## src/rtl/bin_to_bcd_digits_if.sv

```systemverilog
// Handshake and digit bus between a binary-value producer and the BCD converter.
// The master drives the request; the slave (converter) returns status and digits.
interface bin_to_bcd_digits_if #(
  parameter int BIN_WIDTH   = 14,
  parameter int DIGIT_WIDTH = 4
);
  logic                   start;
  logic [BIN_WIDTH-1:0]   bin_in;
  logic                   busy;
  logic                   done;
  logic                   overflow;
  logic [DIGIT_WIDTH-1:0] digit3;
  logic [DIGIT_WIDTH-1:0] digit2;
  logic [DIGIT_WIDTH-1:0] digit1;
  logic [DIGIT_WIDTH-1:0] digit0;

  modport master (
    output start, bin_in,
    input  busy, done, overflow, digit3, digit2, digit1, digit0
  );

  modport slave (
    input  start, bin_in,
    output busy, done, overflow, digit3, digit2, digit1, digit0
  );
endinterface

```

## src/rtl/bin_to_bcd_digits.sv

```systemverilog
// Sequential double-dabble binary-to-BCD converter feeding the seven-segment display.
// Digit outputs only change on the final edge, so the display never shows scratch values.
//
// state  | meaning
// IDLE   | waiting for start; outputs hold the last result
// SHIFT  | one add-3/shift iteration per clock, BIN_WIDTH iterations
// FINISH | publish digits (or saturate to 9999) and pulse done
module bin_to_bcd_digits #(
  parameter int BIN_WIDTH   = 14,
  parameter int DIGIT_WIDTH = 4
) (
  input  logic                 clk,
  input  logic                 reset,
  bin_to_bcd_digits_if.slave   bus
);
  localparam logic [1:0] IDLE   = 2'd0;
  localparam logic [1:0] SHIFT  = 2'd1;
  localparam logic [1:0] FINISH = 2'd2;

  localparam int CNT_W = 5;
  localparam logic [CNT_W-1:0] LAST_ITER = CNT_W'(BIN_WIDTH - 1);

  logic [1:0]             state;
  logic [BIN_WIDTH-1:0]   shift_reg;
  logic [15:0]            scratch;
  logic [15:0]            adjusted;
  logic [CNT_W-1:0]       iter_cnt;
  logic                   ovf_pending;
  logic                   busy_q;
  logic                   done_q;
  logic                   overflow_q;
  logic [DIGIT_WIDTH-1:0] digit3_q, digit2_q, digit1_q, digit0_q;

  // A nibble >= 5 becomes at most 12 after +3, so no carry crosses nibbles.
  always_comb begin
    adjusted = scratch;
    for (int n = 0; n < 4; n++) begin
      if (scratch[n*4 +: 4] >= 4'd5)
        adjusted[n*4 +: 4] = scratch[n*4 +: 4] + 4'd3;
    end
  end

  always_ff @(posedge clk) begin
    if (reset) begin
      state       <= IDLE;
      shift_reg   <= '0;
      scratch     <= '0;
      iter_cnt    <= '0;
      ovf_pending <= 1'b0;
      busy_q      <= 1'b0;
      done_q      <= 1'b0;
      overflow_q  <= 1'b0;
      digit3_q    <= '0;
      digit2_q    <= '0;
      digit1_q    <= '0;
      digit0_q    <= '0;
    end else begin
      done_q <= 1'b0;
      case (state)
        IDLE: begin
          if (bus.start) begin
            shift_reg   <= bus.bin_in;
            scratch     <= '0;
            iter_cnt    <= '0;
            ovf_pending <= (32'(bus.bin_in) > 32'd9999);
            busy_q      <= 1'b1;
            state       <= SHIFT;
          end
        end
        SHIFT: begin
          scratch   <= {adjusted[14:0], shift_reg[BIN_WIDTH-1]};
          shift_reg <= {shift_reg[BIN_WIDTH-2:0], 1'b0};
          iter_cnt  <= iter_cnt + 1'b1;
          if (iter_cnt == LAST_ITER)
            state <= FINISH;
        end
        FINISH: begin
          if (ovf_pending) begin
            digit3_q   <= DIGIT_WIDTH'(9);
            digit2_q   <= DIGIT_WIDTH'(9);
            digit1_q   <= DIGIT_WIDTH'(9);
            digit0_q   <= DIGIT_WIDTH'(9);
            overflow_q <= 1'b1;
          end else begin
            digit3_q   <= scratch[15:12];
            digit2_q   <= scratch[11:8];
            digit1_q   <= scratch[7:4];
            digit0_q   <= scratch[3:0];
            overflow_q <= 1'b0;
          end
          done_q <= 1'b1;
          busy_q <= 1'b0;
          state  <= IDLE;
        end
        default: begin
          state  <= IDLE;
          busy_q <= 1'b0;
        end
      endcase
    end
  end

  assign bus.busy     = busy_q;
  assign bus.done     = done_q;
  assign bus.overflow = overflow_q;
  assign bus.digit3   = digit3_q;
  assign bus.digit2   = digit2_q;
  assign bus.digit1   = digit1_q;
  assign bus.digit0   = digit0_q;
endmodule

```

## src/flat_wrapper.sv

```systemverilog
// flat-port wrapper written by rule: the top's interface ports become plain ports
module bin_to_bcd_digits_flat 
#(
  parameter int BIN_WIDTH   = 14,
  parameter int DIGIT_WIDTH = 4
)
  (clk, reset, bus_start, bus_bin_in, bus_busy, bus_done, bus_overflow, bus_digit3, bus_digit2, bus_digit1, bus_digit0);
  bin_to_bcd_digits_if #(.BIN_WIDTH(BIN_WIDTH), .DIGIT_WIDTH(DIGIT_WIDTH)) bus_i ();
  input  logic clk;
  input  logic reset;
  input wire logic [$bits(bus_i.start)-1:0] bus_start;
  input wire logic [$bits(bus_i.bin_in)-1:0] bus_bin_in;
  output wire logic [$bits(bus_i.busy)-1:0] bus_busy;
  output wire logic [$bits(bus_i.done)-1:0] bus_done;
  output wire logic [$bits(bus_i.overflow)-1:0] bus_overflow;
  output wire logic [$bits(bus_i.digit3)-1:0] bus_digit3;
  output wire logic [$bits(bus_i.digit2)-1:0] bus_digit2;
  output wire logic [$bits(bus_i.digit1)-1:0] bus_digit1;
  output wire logic [$bits(bus_i.digit0)-1:0] bus_digit0;
  assign bus_i.start = bus_start;
  assign bus_i.bin_in = bus_bin_in;
  assign bus_busy = bus_i.busy;
  assign bus_done = bus_i.done;
  assign bus_overflow = bus_i.overflow;
  assign bus_digit3 = bus_i.digit3;
  assign bus_digit2 = bus_i.digit2;
  assign bus_digit1 = bus_i.digit1;
  assign bus_digit0 = bus_i.digit0;
  bin_to_bcd_digits #(.BIN_WIDTH(BIN_WIDTH), .DIGIT_WIDTH(DIGIT_WIDTH)) u_core (.clk(clk), .reset(reset), .bus(bus_i));
endmodule
```

## config.mk

```make
export PLATFORM = sky130hd
export DESIGN_NAME = bin_to_bcd_digits_flat
export DESIGN_NICKNAME = d
export VERILOG_FILES = /design/src/rtl/bin_to_bcd_digits_if.sv /design/src/rtl/bin_to_bcd_digits.sv /design/src/flat_wrapper.sv
export SDC_FILE = /design/constraint.sdc
export NUM_CORES = 1
export LEC_CHECK = 0
export ABC_AREA = 0
export BUFFER_PORTS_ARGS = -buffer_cell sky130_fd_sc_hd__buf_2
export CAP_MARGIN = 20
export CORE_MARGIN = 5
export CORE_UTILIZATION = 57
export DETAILED_ROUTE_END_ITERATION = 8
export PLACE_DENSITY = 0.79
export SLEW_MARGIN = 10
export SYNTH_ARGS = -nofsm -noshare
export SYNTH_HDL_FRONTEND = slang
export SYNTH_SLANG_ARGS = --single-unit
export TNS_END_PERCENT = 5
```

## constraint.sdc

```tcl
create_clock -name clk -period 1.9 [get_ports clk]
set_input_delay 0.19 -clock clk [delete_from_list [all_inputs] [get_ports clk]]
set_output_delay 0.19 -clock clk [all_outputs]
set_load 0.02 [all_outputs]
```

# Word-level counts from Yosys, hierarchy flattened
# Cells that the tools add are included.
[word_totals]
ff_bits = 57
latchBits = 0
ramBits = 0
rom_bits = 0
in_bits = 17
out_inout_bits = 19
elab_cells = 55
mem_count = 0
[classes]
addsub = 5
mul = 0
div = 0
order_cmp = 5
n_eq_ne = 5
shift = 0
mux = 21
bitwise_logic = 1
n_reduce_logical = 6
[ops]
columns = ["op", "n"]
rows = [
  ["16-bit one-hot mux with 2 select lines", 1],
  ["4-bit 2-to-1 mux", 7],
  ["14-bit one-hot mux with 2 select lines", 1],
  ["4-bit by 3-bit >= comparator with 1-bit output, second input constant", 4],
  ["16-bit 2-to-1 mux", 1],
  ["14-bit greater-than comparator, second input constant", 1],
  ["14-bit 2-to-1 mux", 1],
  ["4-bit by 2-bit adder with 4-bit output, second input constant", 3],
  ["5-bit one-hot mux with 2 select lines", 1],
  ["2-bit AND reduction", 4],
  ["5-bit by 1-bit adder with 5-bit output, second input constant", 1],
  ["5-bit by 4-bit equality test with 1-bit output, second input constant", 1],
  ["5-bit 2-to-1 mux", 1],
  ["2-bit 2-to-1 mux", 2],
  ["2-bit one-hot mux with 2 select lines", 1],
  ["3-bit by 2-bit adder with 3-bit output, second input constant", 1],
  ["1-bit 2-to-1 mux", 3],
  ["3-bit 2-to-1 mux", 1],
  ["2-bit by 1-bit equality test with 1-bit output, second input constant", 1],
  ["2-bit equality test, second input constant", 1],
  ["2-bit zero test", 1],
  ["2-bit by 1-bit inequality test with 1-bit output, second input constant", 1],
  ["2-bit inequality test, second input constant", 1],
  ["1-bit one-hot mux with 2 select lines", 1],
  ["other kinds (2)", 2],
]

# Longest topological paths before layout
# Gate-level depths: netlist of the first run.
[depth]
ltp_word = 3
mapped_depth = 7
depth_no_buf = 6

# Worst setup path after synthesis of the first run
# OpenSTA, ideal clock, no wires.
[synth_path]
path_kind = "register to register"
start = "register u_core.scratch[9]"
end = "register u_core.scratch[10]"
setup_ns = 0.117
arrival_ns = 1.234
required_time_ns = 1.783
setup_slack_ns = 0.549
path_stages_with_launch = 7
n_path_buf = 0
synth_period_minus_slack_ns = 1.351
cell_sequence = "dfxtp_1 inv_1 ha_1 nand2b_1 a21oi_1 mux2i_1 a22o_1"
[synth_via]
elab_chain_cells = 3
elab_cells_between_ends = 4
cone_classes = "1 x add/sub; 1 x order compare; 2 x mux"
[synth_lines]
columns = ["item", "line_no", "source"]
rows = [
  ["start, declared", "bin_to_bcd_digits.sv:25", "logic [15:0] scratch;"],
  ["start signal, assigned", "bin_to_bcd_digits.sv:71", "scratch <= {adjusted[14:0], shift_reg[BIN_WIDTH-1]};"],
  ["4-bit by 2-bit adder with 4-bit output / 4-bit by 3-bit >= comparator with 1-bit output (equally long branches)", "bin_to_bcd_digits.sv:39, bin_to_bcd_digits.sv:38", ""],
  ["4-bit 2-to-1 mux (*)", "bin_to_bcd_digits.sv:38", "if (scratch[n*4 +: 4] >= 4'd5)"],
  ["16-bit one-hot mux with 2 select lines (*)", "bin_to_bcd_digits.sv:59", "case (state)"],
]
# Mark *: on every way between the ends. The rest lies on a longest branch, timed or not.
# A chain may end at the register's enable or synchronous reset.

# Worst setup path in the final report of the first run
[layout_path]
start = "register u_core.state[0]"
end = "register u_core.scratch[14]"
[layout_via]
elab_chain_cells = 3
elab_cells_between_ends = 6
cone_classes = "2 x eq/ne; 1 x mux; 3 x reduce/logical"
[layout_lines]
columns = ["item", "line_no", "source"]
rows = [
  ["start, declared", "bin_to_bcd_digits.sv:23", "logic [1:0] state;"],
  ["start signal, assigned", "bin_to_bcd_digits.sv:45", "state <= IDLE;"],
  ["start signal, assigned", "bin_to_bcd_digits.sv:67", "state <= SHIFT;"],
  ["start signal, assigned", "bin_to_bcd_digits.sv:75", "state <= FINISH;"],
  ["2-bit by 1-bit equality test with 1-bit output / 2-bit zero test (equally long branches)", "bin_to_bcd_digits.sv:59", ""],
  ["2-bit nonzero test (no source line) / 2-bit inequality test (equally long branches)", "-", ""],
  ["2-bit AND reduction (no source line)", "-", ""],
]
# Parallel ways exist; a longest one is shown, timed or not.

==> run_results.csv, run 1 <==
group,metric,value,unit
run_status,status,"complete, no violations",
run,maxCapViolCount,0,
route,met2_length,2.62,mm
hold_path,hold_class,"input port to register",
clock_tree,cts.path.max_buffers,2,
cells_and_area,drive_gt1_frac,0.175,
worst_setup_path,critPathKind,"register to register",
sta,rsz0062_at_grt,"false",
synth,synthSimpleGateAreaFrac,0.206,
worst_setup_path,crit_slowest_cell,"dfxtp_1",
sta,fin_crit,1620,ps
clock_tree,root_buffer,"clkbuf_8",
power,cellPowerDensity,812,mW/mm2
sta,max_freq,616,MHz
synth,synth.largest_area_cell,"dfxtp_1",
sta,worst-slew-pin-transition,656,ps
route,wl_met3,333,um
power,p_switching,0.655,mW
power,p_int,1.77,mW
cells_and_area,final_cell_area,0.00298,mm2
synth,synth_compound_area_frac,0.207,
clock_tree,cts_tree,"yes",
route,vias,2344,
global_routing,grt_pass1_vias,2172,
synth,ys_types,36,
placed_design,gp_congestion,0.758,
die,io_pins,36,
synth,synthAdderAreaFrac,0.0474,
power,max-vdd-ir-drop,0.453,mV
cells_and_area,antenna_cells,0,
sta,setup_viol,0,
global_routing,grt_pass1_wl,9.96,mm
clock_tree,cts-resized-gates,0,
clock_tree,clk_latency,350,ps
synth,synth_top_family_by_area,"compound AO/OA/AOI/OAI gates",
synth,syn_avg_cell_area,8.25,um2
synth,yosys_register_bits,57,
clock_tree,clock-sinks,57,
synth,syn_inst,320,
clock_tree,htree_num_levels,3,
die,core.rowCount,24,
power,p_leak,1.21,nW
worst_setup_path,critPathLaunchType,"register",
cells_and_area,largest_reg_flops,16,
cells_and_area,postLayoutCoreUtil,0.676,
worst_setup_path,rr_endpoint,"u_core.scratch[14]",
placed_design,place_inst,391,
cells_and_area,final_common_cell,"dfxtp_1",
cells_and_area,nets,377,
global_routing,grt_overflow,0,
worst_setup_path,rr_worst_depth,3,
clock_tree,holdBufCountCts,0,
placed_design,hpwlAfterDp,3.97,mm
placed_design,placed_area,0.00281,mm2
synth,synth_top_cell_area_share,0.432,
worst_setup_path,critPathTopFamily,"simple AND/OR/NAND/NOR gates",
die,die_w,78.0,um
route,vias_per_cell,5.76,
synth,synth_ff_type,"dfxtp_1",
die,start_util,0.598,
placed_design,portBuffers,35,
synth,ys_warn_count,0,
cells_and_area,final_cell_mix,"57 x dfxtp_1, 40 x nor2_1, 35 x buf_2, 34 x a21oi_1, 26 x nand2_1",
route,m1WireLength,2.81,mm
power,p_clk_frac,0.409,
power,sw_frac_of_total,0.270,
synth,synth-edff-count,0,
power,seq_power_share,0.522,
worst_setup_path,timing.rr.start,"u_core.state[0]",
power,power,2.42,mW
hold_path,hp-start,"bus_bin_in[13]",
cells_and_area,area_growth,13.1,%
die,core-area,0.00441,mm2
route,drc,0,
global_routing,grt_max_degree,32,
synth,mappedNetlistArea,0.00264,mm2
route,highest_layer,"met4",
worst_setup_path,cp_data_required_time,2180,ps
sta,slew_violations,0,
global_routing,antenna_found_initial,0,
sta,hold_ws,97.5,ps
synth,synth_xor_area_frac,0.0232,
hold_path,whs_path_depth,2,
clock_tree,numCtsBuffers,9,
worst_setup_path,crit_arrival,1910,ps
route,drt_iter0_markers,150,
placed_design,pre_cts_ws,312,ps
synth,synthTopCellsByArea,"dfxtp_1 43%, a21oi_1 6.4%, nor2_1 5.7%, ha_1 4.7%, nor3_1 4.0%",
die,die-area,0.00609,mm2
global_routing,grt.total_usage,0.202,
worst_setup_path,path_buf_inv,0,
sta,finalHoldViolCount,0,
sta,final.setup.tns,0,ps
worst_setup_path,r2r_setup_slack,280,ps
sta,fin_skew,13.4,ps
route,postRouteWirelength,5.87,mm
synth,synth_mux_area_frac,0.0194,
synth,async_reset_ff_frac,0,
sta,timing.final.ws_setup,277,ps
route,wire_per_inst,14.4,um
synth,ys_seq_area_frac,0.432,
sta,fin_crit_sh,0.854,
route,ant_nets,0,
hold_path,worstHoldEndpoint,"u_core.ovf_pending",
worst_setup_path,endpoint_kind,"register",
sta,slew_headroom,0.561,
worst_setup_path,crit_path_cell_trace,"nand2b_1, nor2_1, a22o_1",
clock_tree,postCtsSetupRepairBufs,0,
clock_tree,clk_pin_slew_worst_paths,70,ps
die,die_h,78.0,um
power,p_comb_frac,0.069,
route,dr.pass1.iters,5,
worst_setup_path,cp_max_fo,11,
synth,syn_nets,347,
cells_and_area,fin_cells,407,
worst_setup_path,slowest_delay,620,ps
-- cell type report --
class,count,area [um2]
Timing Repair Buffer,41,220
Clock inverter,6,45.0
Fill cell,364,1430
Clock buffer,10,128
Sequential cell,57,1140
Multi-Input combinational cell,227,1330
Inverter,14,57.6
Tap cell,52,65.1
-- synth_stat cells, types with 6 or more instances --
master / count
buf_2: 12
a22o_1: 11
o21ai_0: 20
ha_1: 10
clkbuf_1: 8
or3_1: 6
inv_1: 12
nor2_1: 40
o221ai_1: 12
nor3_1: 21
a21oi_1: 34
nand2_1: 26
nand3_1: 9
dfxtp_1: 57
-- logic make-up (layout without fill, tap and decap cells) --
logic type | count (synthesis) | after routing
flip-flops | 57 | 57
adder cells (fa/ha/maj) | 10 | 10
buffers and inverters | 36 | 71
AO/OA/AOI/OAI | 87 | 87
multiplexers | 5 | 5
AND/OR/NAND/NOR | 118 | 118
XOR/XNOR | 7 | 7
-- power by group through the flow --
stage / combinational, mW / sequential [mW] / clock, mW
floorplan: 0.128 / 1.28 / 0
global placement: 0.163 / 1.29 / 0
detailed placement: 0.167 / 1.29 / 0
CTS: 0.167 / 1.26 / 0.998
global route: 0.190 / 1.27 / 1.06
finish: 0.168 / 1.26 / 0.990
-- per-layer routing --
| layer | up-vias | global-route usage |
|---|---|---|
| met5 | - | 0 |
| met4 | 0 | 0.0929 |
| met3 | 12 | 0.0572 |
| met2 | 64 | 0.300 |
| met1 | 1085 | 0.272 |
| li1 | 1183 | - |
-- how the worst max path moves through the flow --
| stage | cells past startpoint | endpoint | start |
|---|---|---|---|
| after global routing | 3 | u_core.scratch[14] | u_core.state[0] |
| after CTS | 3 | u_core.scratch[14] | u_core.state[0] |
| after floorplan | 6 | u_core.scratch[10] | u_core.scratch[9] |
| after global placement | 3 | u_core.scratch[1] | u_core.state[0] |
| final | 3 | u_core.scratch[14] | u_core.state[0] |
| after detailed placement | 3 | u_core.scratch[1] | u_core.state[0] |
Power figures use the tool's default switching activity.
==> run 2: changes to the inputs <==
- CORE_ASPECT_RATIO: not set -> 0.75
- CORE_MARGIN: 5 -> not set
==> run 2 against run 1 <==
Compared with the run above: sequential power about the same; total power grew 9.7%; combinational power up 4%; final cell count is 2.0% higher; maximum frequency fell by 3.5%; clock-buffer cell count up 2; utilization increased by 1.3 points; routed wire length is 2.4% higher; register-to-register slack worse by 60 ps; first-iteration DRC count rose by 57%; critical endpoint is now u_core.scratch[1]; largest cell class unchanged.
==> run_results.csv, run 2 (same netlist as run 1, synthesis figures left out) <==
group,metric,value,unit
run_status,status,"complete, no violations",
clock_tree,clk_pin_slew_worst_paths,60,ps
route,drc,0,
global_routing,antenna_found_initial,0,
cells_and_area,final_common_cell,"dfxtp_1",
worst_setup_path,cp_max_fo,11,
sta,fin_crit_sh,0.885,
sta,fin_skew,6.74,ps
sta,rsz0062_at_grt,"false",
clock_tree,htree_num_levels,3,
cells_and_area,fin_cells,415,
route,dr.pass1.iters,4,
worst_setup_path,rr_endpoint,"u_core.scratch[1]",
cells_and_area,final_cell_area,0.00306,mm2
die,start_util,0.594,
power,cellPowerDensity,869,mW/mm2
cells_and_area,final_cell_mix,"57 x dfxtp_1, 40 x nor2_1, 35 x buf_2, 34 x a21oi_1, 26 x nand2_1",
route,vias,2403,
route,ant_nets,0,
worst_setup_path,critPathKind,"register to register",
die,core.rowCount,21,
die,die_h,60.9,um
cells_and_area,nFillCells,366,
cells_and_area,nets,381,
cells_and_area,drive_gt1_frac,0.179,
worst_setup_path,rr_worst_depth,3,
power,p_leak,1.26,nW
global_routing,grt_max_degree,28,
power,power,2.66,mW
sta,worst-slew-pin-transition,755,ps
die,core-area,0.00444,mm2
clock_tree,cts.path.max_buffers,2,
sta,timing.final.ws_setup,218,ps
die,die_w,80.6,um
cells_and_area,antenna_cells,0,
clock_tree,cts_tree,"yes",
worst_setup_path,critPathLaunch,"u_core.state[0]",
placed_design,gp_congestion,0.798,
sta,slew_headroom,0.495,
sta,hold_ws,135,ps
cells_and_area,largest_reg_flops,16,
route,vias_per_cell,5.79,
power,max-vdd-ir-drop,0.564,mV
worst_setup_path,endpoint_kind,"register",
route,wire_per_inst,14.5,um
worst_setup_path,crit_path_end,"u_core.scratch[1]",
worst_setup_path,critPathLaunchType,"register",
hold_path,hold_class,"input port to register",
route,postRouteWirelength,6.01,mm
clock_tree,numCtsBuffers,9,
placed_design,placed_area,0.00285,mm2
worst_setup_path,r2r_setup_slack,220,ps
clock_tree,root_buffer,"clkbuf_8",
global_routing,grt_pass1_wl,9.75,mm
worst_setup_path,timing.rr.start,"u_core.state[0]",
placed_design,hpwlAfterDp,4.14,mm
global_routing,grt.total_usage,0.270,
sta,setup_viol,0,
cells_and_area,area_growth,15.9,%
global_routing,grt_overflow,0,
sta,max_freq,594,MHz
route,drt_iter0_markers,236,
clock_tree,postCtsSetupRepairBufs,0,
sta,fin_crit,1680,ps
die,io_pins,36,
die,die-area,0.00491,mm2
sta,slew_violations,0,
run,maxCapViolCount,0,
worst_setup_path,cp_data_required_time,2170,ps
clock_tree,clock-sinks,57,
sta,final.setup.tns,0,ps
global_routing,grt_pass1_vias,2018,
placed_design,pre_cts_ws,238,ps
clock_tree,cts-resized-gates,0,
cells_and_area,postLayoutCoreUtil,0.689,
placed_design,portBuffers,35,
placed_design,place_inst,400,
worst_setup_path,crit_arrival,1960,ps
clock_tree,holdBufCountCts,0,
sta,finalHoldViolCount,0,
clock_tree,clk_latency,330,ps
run 2: changes by cell type in the layout (fill, tap and decap cells not counted), sizes merged:
cell      change
bufinv        +2
clkbuf        +2
clkinvlp      -3
clkinv        -2
buf           +4
run 2: worst min-delay path by stage:
stage	startpoint	to	cells after the start
finish	bus_bin_in[13]	u_core.ovf_pending	2
detailed placement	u_core.bus.digit2[1]	u_core.bus.digit2[1]	2
CTS	bus_bin_in[13]	u_core.ovf_pending	2
global route	bus_bin_in[13]	u_core.ovf_pending	2
floorplan	bus_bin_in[13]	u_core.ovf_pending	1
global placement	u_core.bus.digit0[2]	u_core.bus.digit0[2]	2
run 2: layer usage:
metal / routed length (um) / part of all wire / GRT usage / vias up
met5: 0 / 0 / 0 / -
met4: 73 / 0.012 / 0.0689 / 0
met3: 500 / 0.083 / 0.107 / 7
met2: 2490 / 0.41 / 0.390 / 89
met1: 2950 / 0.49 / 0.377 / 1112
li1: - / - / - / 1195
run 2: final cells by class:
type / instances / area [um2] / share of cell area
clock buffers: 12 / 145 / 0.0475
clock inverters: 3 / 65.1 / 0.0213
inverters: 14 / 57.6 / 0.0188
multi-input cells: 227 / 1330 / 0.434
flip-flops and latches: 57 / 1140 / 0.373
well taps: 57 / 71.3 / 0.0233
repair buffers: 45 / 250 / 0.0818
run 2: power by group:
| group | switching [mW] | total (mW) | internal (mW) |
|---|---|---|---|
| clock network | 0.450 | 1.22 | 0.765 |
| logic | 0.106 | 0.174 | 0.0687 |
| registers | 0.0370 | 1.27 | 1.23 |
run 2: critical path, cell delays in order, from the launching register on:
cell and delay [ps]:
dfxtp_1 610, nand2b_1 170, nor2_1 610, a22o_1 230
==> run 3: changes to the inputs <==
- ABC_AREA: 0 -> 1
- CORE_MARGIN: not set -> 4
==> run 3 against run 2 <==
Compared with the run above: global-route usage is 5.6 points lower; first-iteration DRC count down 36%; clock power fell by 4%; setup slack better by 290 ps; register-to-register slack better by 290 ps; clock skew decreased by 0.74 ps; routed wire length down 4.4%; non-clock buffer count is 9 lower; largest cell class unchanged; final cell count rose by 9.9%; synthesized cell count grew 13%; utilization is 1.7 points lower; die area rose by 18%.
==> run_results.csv, run 3 <==
group,metric,value,unit
synth,ys_warn_count,0,
clock_tree,cts_tree,"yes",
route,ant_nets,0,
global_routing,grt_overflow,0,
clock_tree,cts.path.max_buffers,2,
worst_setup_path,cp_max_fo,5,
route,drt_iter0_markers,151,
global_routing,antenna_found_initial,0,
cells_and_area,largest_reg_flops,16,
route,vias,2451,
sta,hold_ws,44.3,ps
worst_setup_path,rr_endpoint,"u_core.scratch[8]",
die,die_h,66.9,um
cells_and_area,antenna_cells,0,
global_routing,grt_max_degree,44,
die,core.rowCount,21,
hold_path,hp-start,"bus_bin_in[0]",
route,dr.pass1.iters,5,
placed_design,placed_area,0.00279,mm2
die,die_w,86.6,um
die,io_pins,36,
cells_and_area,final_cell_area,0.00300,mm2
synth,syn_avg_cell_area,7.31,um2
sta,setup_viol,0,
synth,mappedNetlistArea,0.00264,mm2
clock_tree,clk_latency,340,ps
cells_and_area,drive_gt1_frac,0.153,
synth,synth_top_cell_area_share,0.432,
hold_path,hold_class,"input port to register",
clock_tree,clock-sinks,57,
sta,fin_crit,1390,ps
sta,slew_violations,0,
clock_tree,postCtsSetupRepairBufs,0,
worst_setup_path,timing.rr.start,"u_core.scratch[4]",
sta,finalHoldViolCount,0,
clock_tree,cts-resized-gates,0,
sta,worst-slew-pin-transition,514,ps
route,vias_per_cell,5.38,
synth,ys_seq_area_frac,0.432,
clock_tree,clk_pin_slew_worst_paths,60,ps
global_routing,grt.total_usage,0.215,
power,max-vdd-ir-drop,0.775,mV
die,core-area,0.00447,mm2
synth,synth-edff-count,0,
sta,final.setup.tns,0,ps
hold_path,whs_path_depth,3,
hold_path,worstHoldEndpoint,"u_core.shift_reg[0]",
worst_setup_path,cp_data_required_time,2170,ps
route,drc,0,
clock_tree,root_buffer,"clkbuf_8",
synth,syn_nets,388,
run,maxCapViolCount,0,
worst_setup_path,critPathKind,"register to register",
cells_and_area,area_growth,13.6,%
die,die-area,0.00580,mm2
sta,max_freq,720,MHz
die,start_util,0.591,
synth,ys_types,25,
placed_design,hpwlAfterDp,3.87,mm
clock_tree,numCtsBuffers,9,
run_status,status,"complete, no violations",
cells_and_area,nets,421,
global_routing,grt_pass1_wl,9.63,mm
route,postRouteWirelength,5.75,mm
synth,synth_ff_type,"dfxtp_1",
synth,yosys_register_bits,57,
worst_setup_path,endpoint_kind,"register",
clock_tree,holdBufCountCts,0,
route,wire_per_inst,12.6,um
synth,synthTopCellsByArea,"dfxtp_1 43%, nand2_1 15%, a21oi_1 8.0%, ha_1 4.7%, nand3_1 4.4%",
sta,fin_crit_sh,0.731,
sta,rsz0062_at_grt,"false",
worst_setup_path,rr_worst_depth,9,
sta,slew_headroom,0.657,
placed_design,gp_congestion,0.903,
synth,synthTopCellsByCount,"106 x nand2_1, 57 x dfxtp_1, 42 x a21oi_1",
power,cellPowerDensity,869,mW/mm2
worst_setup_path,crit_arrival,1660,ps
clock_tree,htree_num_levels,3,
worst_setup_path,critPathLaunchType,"register",
power,p_leak,1.27,nW
sta,fin_skew,6.00,ps
worst_setup_path,r2r_setup_slack,510,ps
synth,async_reset_ff_frac,0,
cells_and_area,final_common_cell,"nand2_1",
synth,synth.largest_area_cell,"dfxtp_1",
synth,syn_inst,361,
placed_design,portBuffers,35,
cells_and_area,final_cell_mix,"106 x nand2_1, 57 x dfxtp_1, 42 x a21oi_1, 35 x buf_2, 30 x inv_1",
global_routing,grt_pass1_vias,2215,
synth,synth.most_common_cell,"nand2_1",
run 3: cell count changes in the layout (fill, tap and decap cells not counted), moves of 6 or more:
cell / delta
nand2_1: +80
a21oi_1: +8
buf_4: -9
inv_1: +18
nand3_1: +14
o211ai_1: +7
nor3_1: -20
or3_1: -6
nand4_1: +8
o221ai_1: -12
a22o_1: -11
nor2_1: -11
run 3: power breakdown:
part / internal, mW / switching, mW / leakage, nW / total, mW
Sequential: 1.23 / 0.0248 / 0.462 / 1.25
Combinational: 0.0547 / 0.128 / 0.704 / 0.183
Clock: 0.712 / 0.459 / 0.107 / 1.17
Total: 1.99 / 0.612 / 1.27 / 2.61
run 3: cell type report:
cell class | instances | area (um2)
timing repair buffer | 36 | 183
sequential | 57 | 1140
tap | 57 | 71.3
fill | 403 | 1470
inverter | 34 | 135
clock buffer | 14 | 173
multi-input combinational | 256 | 1260
clock inverter | 2 | 35.0
run 3: worst max-delay path by stage:
stage,startpoint,end,slack (ps),cells past startpoint
after global placement,u_core.state[1],u_core.shift_reg[12],570,7
after global routing,u_core.scratch[8],u_core.scratch[12],380,9
final,u_core.scratch[4],u_core.scratch[8],510,9
after CTS,u_core.state[0],u_core.bus.digit0[1],520,5
after detailed placement,u_core.state[1],u_core.shift_reg[12],530,7
after floorplan,u_core.scratch[0],u_core.scratch[4],720,9
run 3: logic make-up (layout without fill, tap and decap cells):
| logic type | count (synthesis) | in the layout | share of synthesized area |
|---|---|---|---|
| simple gates | 173 | 173 | 0.278 |
| flops | 57 | 57 | 0.432 |
| compound gates | 73 | 73 | 0.153 |
| buf+inv | 48 | 86 | 0.0896 |
| fa+ha+maj | 10 | 10 | 0.0474 |
run 3: layer usage:
metal  global-route usage  vias to the layer above  wire length [um]
met5                    0                        -                 0
met4               0.0661                        0                36
met3               0.0841                        4               340
met2                0.334                       53              2590
met1                0.273                     1143              2790
li1                     -                     1251                 -
run 3: per-stage QoR:
step                      worst slack (ps)  std cells  power [mW]   util
final                                  512        456        2.61  0.672
after global routing                   379        456        2.71  0.672
after CTS                              522        456        2.63  0.672
after detailed placement               529        440        1.46  0.625
after global placement                 571        440        1.46  0.625
after floorplan                        720        361        1.42      -
run 3: worst max-delay path, stage by stage, from the launching register on:
cell and delay (ps):
dfxtp_1 400, inv_1 120, ha_1 230, inv_1 50
nand2_1 80, nand3_1 160, nand2_1 70, nor2_1 110
nor2_1 40, nor2_1 70
